--- src/rtl/rr_seq_arbiter.sv ---
// rtl/rr_seq_arbiter.sv - round-robin arbiter and LDA/LDB/OUT sequencer; ARB_FIXED_PRIO_EN selects fixed priority
module rr_seq_arbiter #(
    parameter int NREQ = 4,
    parameter int HOLD = 1
) (
    input  logic                    clk,
    input  logic                    rst,
    input  logic [NREQ-1:0]         req,
    output logic [NREQ-1:0]         grant,
    output logic [$clog2(NREQ)-1:0] gnt_id,
    output logic                    sel1,
    output logic                    sel2,
    output logic                    mux1,
    output logic                    busy,
    output logic [NREQ-1:0]         done
);

    localparam int IDW = $clog2(NREQ);
    localparam int HW  = $clog2(HOLD + 1);

    typedef enum logic [2:0] {
        S_IDLE = 3'd0,
        S_LDA  = 3'd1,
        S_LDB  = 3'd2,
        S_OUT  = 3'd3,
        S_REL  = 3'd4
    } state_t;

    state_t          state;
    state_t          state_n;
    logic [HW-1:0]   hold_cnt;
    logic [HW-1:0]   hold_n;
    logic [IDW-1:0]  id_n;
    logic [IDW-1:0]  win_id;

    logic [NREQ-1:0] grant_n;
    logic [IDW-1:0]  gnt_id_n;
    logic            sel1_n;
    logic            sel2_n;
    logic            mux1_n;
    logic            busy_n;
    logic [NREQ-1:0] done_n;
    logic            active_n;

`ifdef ARB_FIXED_PRIO_EN
    // Lowest requesting index wins; scanning downwards leaves the lowest one in win_id.
    always_comb begin
        win_id = '0;
        for (int k = NREQ - 1; k >= 0; k--) begin
            if (req[k]) begin
                win_id = IDW'(k);
            end
        end
    end
`else
    logic [IDW-1:0]  ptr;
    logic [IDW-1:0]  ptr_n;
    logic [IDW-1:0]  cand;
    logic            found;

    function automatic logic [IDW-1:0] rr_index(input logic [IDW-1:0] base, input int offs);
        int s;
        s = int'(base) + offs;
        if (s >= NREQ) begin
            s = s - NREQ;
        end
        return IDW'(s);
    endfunction

    // First requester at or after ptr, wrapping modulo NREQ.
    always_comb begin
        win_id = '0;
        found  = 1'b0;
        cand   = '0;
        for (int k = 0; k < NREQ; k++) begin
            cand = rr_index(ptr, k);
            if (!found && req[cand]) begin
                found  = 1'b1;
                win_id = cand;
            end
        end
    end
`endif

    // Next state, hold counter and grantee; outputs are decoded from the next state so they register cleanly.
    always_comb begin
        state_n = state;
        hold_n  = hold_cnt;
        id_n    = gnt_id;
`ifndef ARB_FIXED_PRIO_EN
        ptr_n   = ptr;
`endif
        case (state)
            S_IDLE: begin
                if (|req) begin
                    state_n = S_LDA;
                    id_n    = win_id;
`ifndef ARB_FIXED_PRIO_EN
                    ptr_n   = (win_id == IDW'(NREQ - 1)) ? '0 : win_id + IDW'(1);
`endif
                end
            end
            S_LDA: begin
                state_n = S_LDB;
            end
            S_LDB: begin
                state_n = S_OUT;
                hold_n  = HW'(HOLD - 1);
            end
            S_OUT: begin
                if (hold_cnt == '0) begin
                    state_n = S_REL;
                end else begin
                    hold_n = hold_cnt - HW'(1);
                end
            end
            S_REL: begin
                state_n = S_IDLE;
            end
            default: begin
                state_n = S_IDLE;
                hold_n  = '0;
            end
        endcase

        active_n = (state_n != S_IDLE);
        grant_n  = active_n ? (NREQ'(1) << id_n) : '0;
        gnt_id_n = active_n ? id_n : '0;
        sel1_n   = (state_n == S_LDA);
        sel2_n   = (state_n == S_LDB);
        mux1_n   = (state_n == S_OUT);
        busy_n   = active_n;
        done_n   = (state_n == S_REL) ? grant_n : '0;
    end

    // State, counter, pointer and registered outputs; reset aborts any sequence without a done pulse.
    always_ff @(posedge clk) begin
        if (!rst) begin
            state    <= S_IDLE;
            hold_cnt <= '0;
            grant    <= '0;
            gnt_id   <= '0;
            sel1     <= 1'b0;
            sel2     <= 1'b0;
            mux1     <= 1'b0;
            busy     <= 1'b0;
            done     <= '0;
`ifndef ARB_FIXED_PRIO_EN
            ptr      <= '0;
`endif
        end else begin
            state    <= state_n;
            hold_cnt <= hold_n;
            grant    <= grant_n;
            gnt_id   <= gnt_id_n;
            sel1     <= sel1_n;
            sel2     <= sel2_n;
            mux1     <= mux1_n;
            busy     <= busy_n;
            done     <= done_n;
`ifndef ARB_FIXED_PRIO_EN
            ptr      <= ptr_n;
`endif
        end
    end

endmodule
--- config.mk ---
export PLATFORM = sky130hd
export DESIGN_NAME = rr_seq_arbiter
export DESIGN_NICKNAME = d
export VERILOG_FILES = /design/src/rtl/rr_seq_arbiter.sv
export SDC_FILE = /design/constraint.sdc
export NUM_CORES = 1
export LEC_CHECK = 0
export CORE_MARGIN = 2
export CORE_UTILIZATION = 30
export DETAILED_ROUTE_END_ITERATION = 10
export GPL_TIMING_DRIVEN = 0
export PLACE_DENSITY_LB_ADDON = 0.1
export SYNTH_ARGS = -nofsm -noshare
export SYNTH_HDL_FRONTEND = slang
export SYNTH_SLANG_ARGS = --single-unit
export TNS_END_PERCENT = 30
--- constraint.sdc ---
create_clock -name clk -period 3.6 [get_ports clk]
set_input_delay 0.36 -clock clk [delete_from_list [all_inputs] [get_ports clk]]
set_output_delay 0.36 -clock clk [all_outputs]
set_load 0.01 [all_outputs]
== Yosys cells after proc, flatten, opt, wreduce, memory -nomap -nowiden ==
Cells that the tools add are included.

* Output and inout port bits: 14
* Bits in registers: 20
* Word-level logic and storage cells: 78
* Input bits: 6

* Multiplexer cells: 28
* Reduce and logical (&&, ||, !) cells: 13
* Equal/unequal tests: 9
* $lt $le $gt $ge: 8
* $add $sub $neg: 9
* Shift operators: 1

{| class="wikitable"
|+ Operator list
! cell !! count
|-
| 2-bit two-way mux || 11
|-
| 3-bit by 2-bit == test with 1-bit output (second input constant) || 4
|-
| 2-bit by 3-bit less-than comparator with 1-bit output (second input constant) || 4
|-
| 3-bit one-hot mux with 4 select lines || 1
|-
| 3-bit >= comparator (second input constant) || 3
|-
| 1-bit binary-select mux with 2-bit select || 4
|-
| 1-bit two-way mux || 8
|-
| 2-bit by 1-bit subtractor with 2-bit output (second input constant) || 4
|-
| 2-bit by 2-bit adder with 3-bit output (second input constant) || 2
|-
| 3-bit by 1-bit == test with 1-bit output (second input constant) || 2
|-
| 3-bit == test (second input constant) || 2
|-
| 3-bit two-way mux || 2
|-
| 2-bit AND reduction || 3
|-
| 4-bit two-way mux || 1
|-
| 4-bit OR reduction || 1
|-
| 1-bit by 2-bit << shifter with 4-bit output (first input constant) || 1
|-
| 2-bit by 1-bit adder with 3-bit output (second input constant) || 1
|-
| 2-bit by 3-bit >= comparator with 1-bit output (second input constant) || 1
|-
| 1-bit logical AND || 3
|-
| 1-bit logical NOT || 3
|-
| 3-bit logical NOT || 1
|-
| 3-bit nonzero test || 1
|-
| 3-bit OR reduction || 1
|-
| 2-bit by 1-bit adder with 2-bit output (second input constant) || 1
|-
| 3 further kinds || 3
|}

== Logic depth before layout (Yosys ltp) ==
* Word-level depth: 18
* Mapped depth: 5

== Least setup slack after synthesis ==
OpenSTA, ideal clock, no wires.

* Kind: input port to flip-flop
* Start: in req[3]
* End: reg done[0]
* Library setup time: 0.073 ns
* Arrival: 1.486 ns
* Buffers on the path: 0
* Setup slack: 2.041 ns
* Stages: 5
* Cells stage by stage: or4_4 nand2_4 nor2_4 mux2_4 nor3_2

* Word-level cells in the longest chain between the ends: 16

{| class="wikitable"
|+ RTL lines
! element !! line !! source
|-
| from (decl) || 8 || <nowiki>input logic [NREQ-1:0] req,</nowiki>
|-
| 1-bit binary-select mux with 2-bit select || 77 || <nowiki>if (!found && req[cand]) begin</nowiki>
|-
| 1-bit two-way mux (not written as such) || 77 ||
|-
| 1-bit two-way mux || 77 ||
|-
| 1-bit logical NOT || 77 ||
|-
| 1-bit logical AND || 77 ||
|-
| 1-bit two-way mux || 77 ||
|-
| 1-bit logical NOT || 77 ||
|-
| 1-bit logical AND || 77 ||
|-
| 1-bit two-way mux || 77 ||
|-
| 1-bit logical NOT || 77 ||
|-
| 1-bit logical AND || 77 ||
|-
| 2-bit two-way mux || 77 ||
|-
| 2-bit two-way mux || 95 || <nowiki>if (|req) begin</nowiki>
|-
| 2-bit two-way mux || 93 || <nowiki>case (state)</nowiki>
|-
| 1-bit by 2-bit << shifter with 4-bit output || 127 || <nowiki>grant_n = active_n ? (NREQ'(1) << id_n) : '0;</nowiki>
|-
| 4-bit two-way mux || 127 ||
|-
| to (signal assigned) || 160 || <nowiki>done <= done_n;</nowiki>
|-
| to (decl) || 15 || <nowiki>output logic [NREQ-1:0] done</nowiki>
|}

Parallel ways exist; a longest one is shown, timed or not. The select of a mux whose other input is x is not followed.
A chain may end at the register's enable or synchronous reset.

== Worst setup path in the final report ==
* Start: in req[3]
* End: reg gnt_id[1]

* Word-level cells in the longest chain between the ends: 14

{| class="wikitable"
|+ RTL lines
! element !! line !! source
|-
| 1-bit binary-select mux with 2-bit select || 77 ||
|-
| 1-bit two-way mux (not written as such) || 77 ||
|-
| 1-bit two-way mux || 77 ||
|-
| 1-bit logical NOT || 77 ||
|-
| 1-bit logical AND || 77 ||
|-
| 1-bit two-way mux || 77 ||
|-
| 1-bit logical NOT || 77 ||
|-
| 1-bit logical AND || 77 ||
|-
| 1-bit two-way mux || 77 ||
|-
| 1-bit logical NOT || 77 ||
|-
| 1-bit logical AND || 77 ||
|-
| 2-bit two-way mux || 77 ||
|-
| 2-bit two-way mux || 95 ||
|-
| 2-bit two-way mux || 93 ||
|-
| to (signal assigned) || 155 || <nowiki>gnt_id <= gnt_id_n;</nowiki>
|-
| to (decl) || 10 || <nowiki>output logic [$clog2(NREQ)-1:0] gnt_id,</nowiki>
|}

Parallel ways exist; a longest one is shown, timed or not. The select of a mux whose other input is x is not followed.

==> results_dict.tcl <==
set metrics [dict create \
    period_needed_ns 1.893 \
    leakagePower_nw 0.3831 \
    rows 17 \
    area.growth.synth_to_final_pct 36.20 \
    synth-edff-count 0 \
    dr.pass1.iters 4 \
    number_of_routed_nets_with_antenna_violations 0 \
    worstPathBufferInverterCount 1 \
    synth.net_count 80 \
    setup-violations-final 0 \
    post_synth_mux_area_share_pct 3.584 \
    root_buffer "sky130_fd_sc_hd__clkbuf_4" \
    critical_path.cell_chain "clkdlybuf4s50_1, or4_4, nand2_4, nor2_4, mux2i_1, nor3_1" \
    postSynthAreaPerCell_um2 9.435 \
    finClkSkew_ns 0.002477 \
    syn_inst 74 \
    worstMarginPinSlew_ns 0.4972 \
    critical_path_required_ns 3.77 \
    vdd.ir_drop.worst_uv 325.4 \
    leading_post_synthesis_cells_by_cell_area "sky130_fd_sc_hd__dfxtp_1 (54%), sky130_fd_sc_hd__nor2_1 (8.1%), sky130_fd_sc_hd__nor2b_1 (3.6%), sky130_fd_sc_hd__nand2_1 (3.2%), sky130_fd_sc_hd__o21ai_0 (2.9%)" \
    total_power_uw 514.1 \
    reg2reg_depth 5 \
    netlist.top_cell.by_area "sky130_fd_sc_hd__dfxtp_1" \
    crit_end_category "flip-flop" \
    totalNegativeSetupSlack_ns 0 \
    grt_first_pass_wirelength_um 2139 \
    dieWidth_um 52.24 \
    setup.worst_path.class "in2reg" \
    yosys.area_share.simple_pct 29.93 \
    worst_path_largest_cell_delay_ns 0.58 \
    layout-drive-gt1-share_pct 9.278 \
    yosys_warnings 0 \
    crit_cells 6 \
    resized_after_cts 0 \
    synth_top_area_share_pct 54.48 \
    cts.sink_count 19 \
    ctsLongestPathBuffers 2 \
    die_h_um 52.24 \
    share_of_the_clock_period_used_by_the_worst_path_after_layout_pct 52.57 \
    route.vias.total 549 \
    clock_tree.htree_level_count 1 \
    netlist_area_um2 698.2 \
    ys_seq_elements 19 \
    fin_hold_ws_ns 0.4994 \
    tritoncts "built" \
    postSynth.topFlopCell "sky130_fd_sc_hd__dfxtp_1" \
    total_drc_errors_in_the_routed_layout 0 \
    core_area_um2 2212 \
    synthesized_area_fraction_occupied_by_ao_oa_aoi_and_oai_cells_pct 9.677 \
    routedWlPerCell_um 9.848 \
    regToRegStartpoint "state[1]" \
    post-dp-hpwl_um 951.2 \
    timing.critical_path.from_type "input pin" \
    cts.hold.buffers_added 0 \
    grt_pass1_vias 504 \
    drtIter0Drc 5 \
    post_synth_most_frequent_cells "sky130_fd_sc_hd__dfxtp_1 (19), sky130_fd_sc_hd__nor2_1 (15), sky130_fd_sc_hd__nand2_1 (6)" \
    yosys.area_share.xor_xnor_pct 1.254 \
    power.density_cell_area_nw_per_um2 540.6 \
    clock_transition_at_the_register_clock_pins_on_the_worst_setup_and_hold_paths_after_cts_ns 0.10 \
    place.gp.congestion 0.7442 \
    status "completed" \
    sequential_area_share_after_synthesis_pct 54.48 \
    timing.slew.headroom_pct 66.39 \
    maxCapViolCount 0 \
    start_util_pct 31.56 \
    worstSkewPairLatency_ns 0.29 \
    port_bufs 19 \
    min_path_type "reg2reg" \
    grt_max_degree 12 \
    hold_violations 0 \
    cts_buffers 3 \
    vias_per_cell 4.392 \
    synth.most_common_cell "sky130_fd_sc_hd__dfxtp_1" \
    timing.final.max_slew_violations 0 \
    postCtsSetupRepairBufs 0 \
    unrepaired_setup_endpoints_after_global_routing "no" \
    async_reset_ff_share_pct 0 \
    antenna_cells 0 \
    timing.critical_path.arrival_ns 2.06 \
    worst_setup_path_startpoint "req[3]" \
    critical-path-top-delay-family "simple AND/OR/NAND/NOR gates" \
    globalRouteOverflowTotal 0 \
    finalCoreUtilization_pct 42.99 \
    number_of_antenna_violations_at_the_first_check_in_global_routing 0 \
    io_pins 20 \
    synth_top_family_by_area "simple AND/OR/NAND/NOR gates" \
    hold_path_startpoint "state[0]" \
    grt_usage_pct 10.77 \
    num-nets-final 104 \
    synth_cell_type_count 24 \
    critical_path_maximum_fanout 5 \
    timing.hold.worst_path_depth 2 \
    crit_slowest_cell "sky130_fd_sc_hd__or4_4" \
    die_area_um2 2729 \
    finalWirelength_um 1231 \
    achievable-frequency_ghz 0.5284 \
    synthAdderAreaFrac_pct 0 \
]
sequential cells by signal (all words and copies together), names as in the netlist:
register  flops
state         3
grant         4
gnt_id        2
ptr           2
mux1          1
sel1          1
done          4
sel2          1
busy          1
worst reg2reg max path, stage by stage, from the launching register on:
cell,delay (ns)
sky130_fd_sc_hd__dfxtp_1,0.38
sky130_fd_sc_hd__nor2_1,0.25
sky130_fd_sc_hd__nand2_4,0.11
sky130_fd_sc_hd__nor2_4,0.16
sky130_fd_sc_hd__mux2i_1,0.43
sky130_fd_sc_hd__nor3_1,0.14
per-layer routing:
| layer | wire length (um) | share of wire [%] | vias up | track usage (%) |
|---|---|---|---|---|
| met1 | 616 | 50 | 237 | 13.70 |
| met5 | 0 | 0 | - | 0 |
| li1 | - | - | 298 | - |
| met4 | 14 | 1.1 | 0 | 2.564 |
| met2 | 525 | 43 | 12 | 16.46 |
| met3 | 74 | 6.0 | 2 | 5.143 |
metrics by stage:
| step | setup WS (ns) | instance area [um^2] | cells |
|---|---|---|---|
| finish | 1.707 | 950.9 | 125 |
| global placement | 1.357 | 923.4 | 121 |
| floorplan | 2.041 | 698.2 | 74 |
| global route | 1.631 | 950.9 | 125 |
| CTS | 1.692 | 950.9 | 125 |
| detailed placement | 1.350 | 923.4 | 121 |
cells in the final DEF (no fill, tap or decap), drive strengths merged, types with 2 or more instances in the layout:
master,Yosys,layout
dfxtp,19,19
nor2b,4,4
inv,2,2
o21ai,4,4
clkdlybuf4s50,0,19
nand2,7,7
nand2b,3,3
clkbuf,0,3
nor2,16,16
a21oi,3,3
nor3,4,4
cell type report:
class / instances / area [um^2]
clock inverter: 1 / 5.005
fill: 228 / 1261
clock buffer: 3 / 22.52
sequential: 19 / 380.4
multi-input combinational: 53 / 310.3
inverter: 2 / 7.507
tap: 28 / 35.03
timing repair buffer: 19 / 190.2
final timing paths:
kind	end	slack [ns]
max	gnt_id[1]	1.71
min	sel2	0.50
max reg2reg	gnt_id[1]	2.01
min reg2reg	sel2	0.50
report_power, final:
part           leakage (nW)  internal, mW  switching, mW
clock network        0.0177        0.0414         0.0642
logic                 0.210        0.0756         0.0730
registers             0.156         0.239         0.0208
kinds of logic (layout without fill, tap and decap cells):
kind of cell / Yosys count / count (layout)
xor+xnor: 1 / 1
mux: 2 / 2
buf+inv: 2 / 25
compound gates: 11 / 11
flops: 19 / 19
simple gates: 39 / 39
No activity file was read; power rests on OpenSTA's default activity.
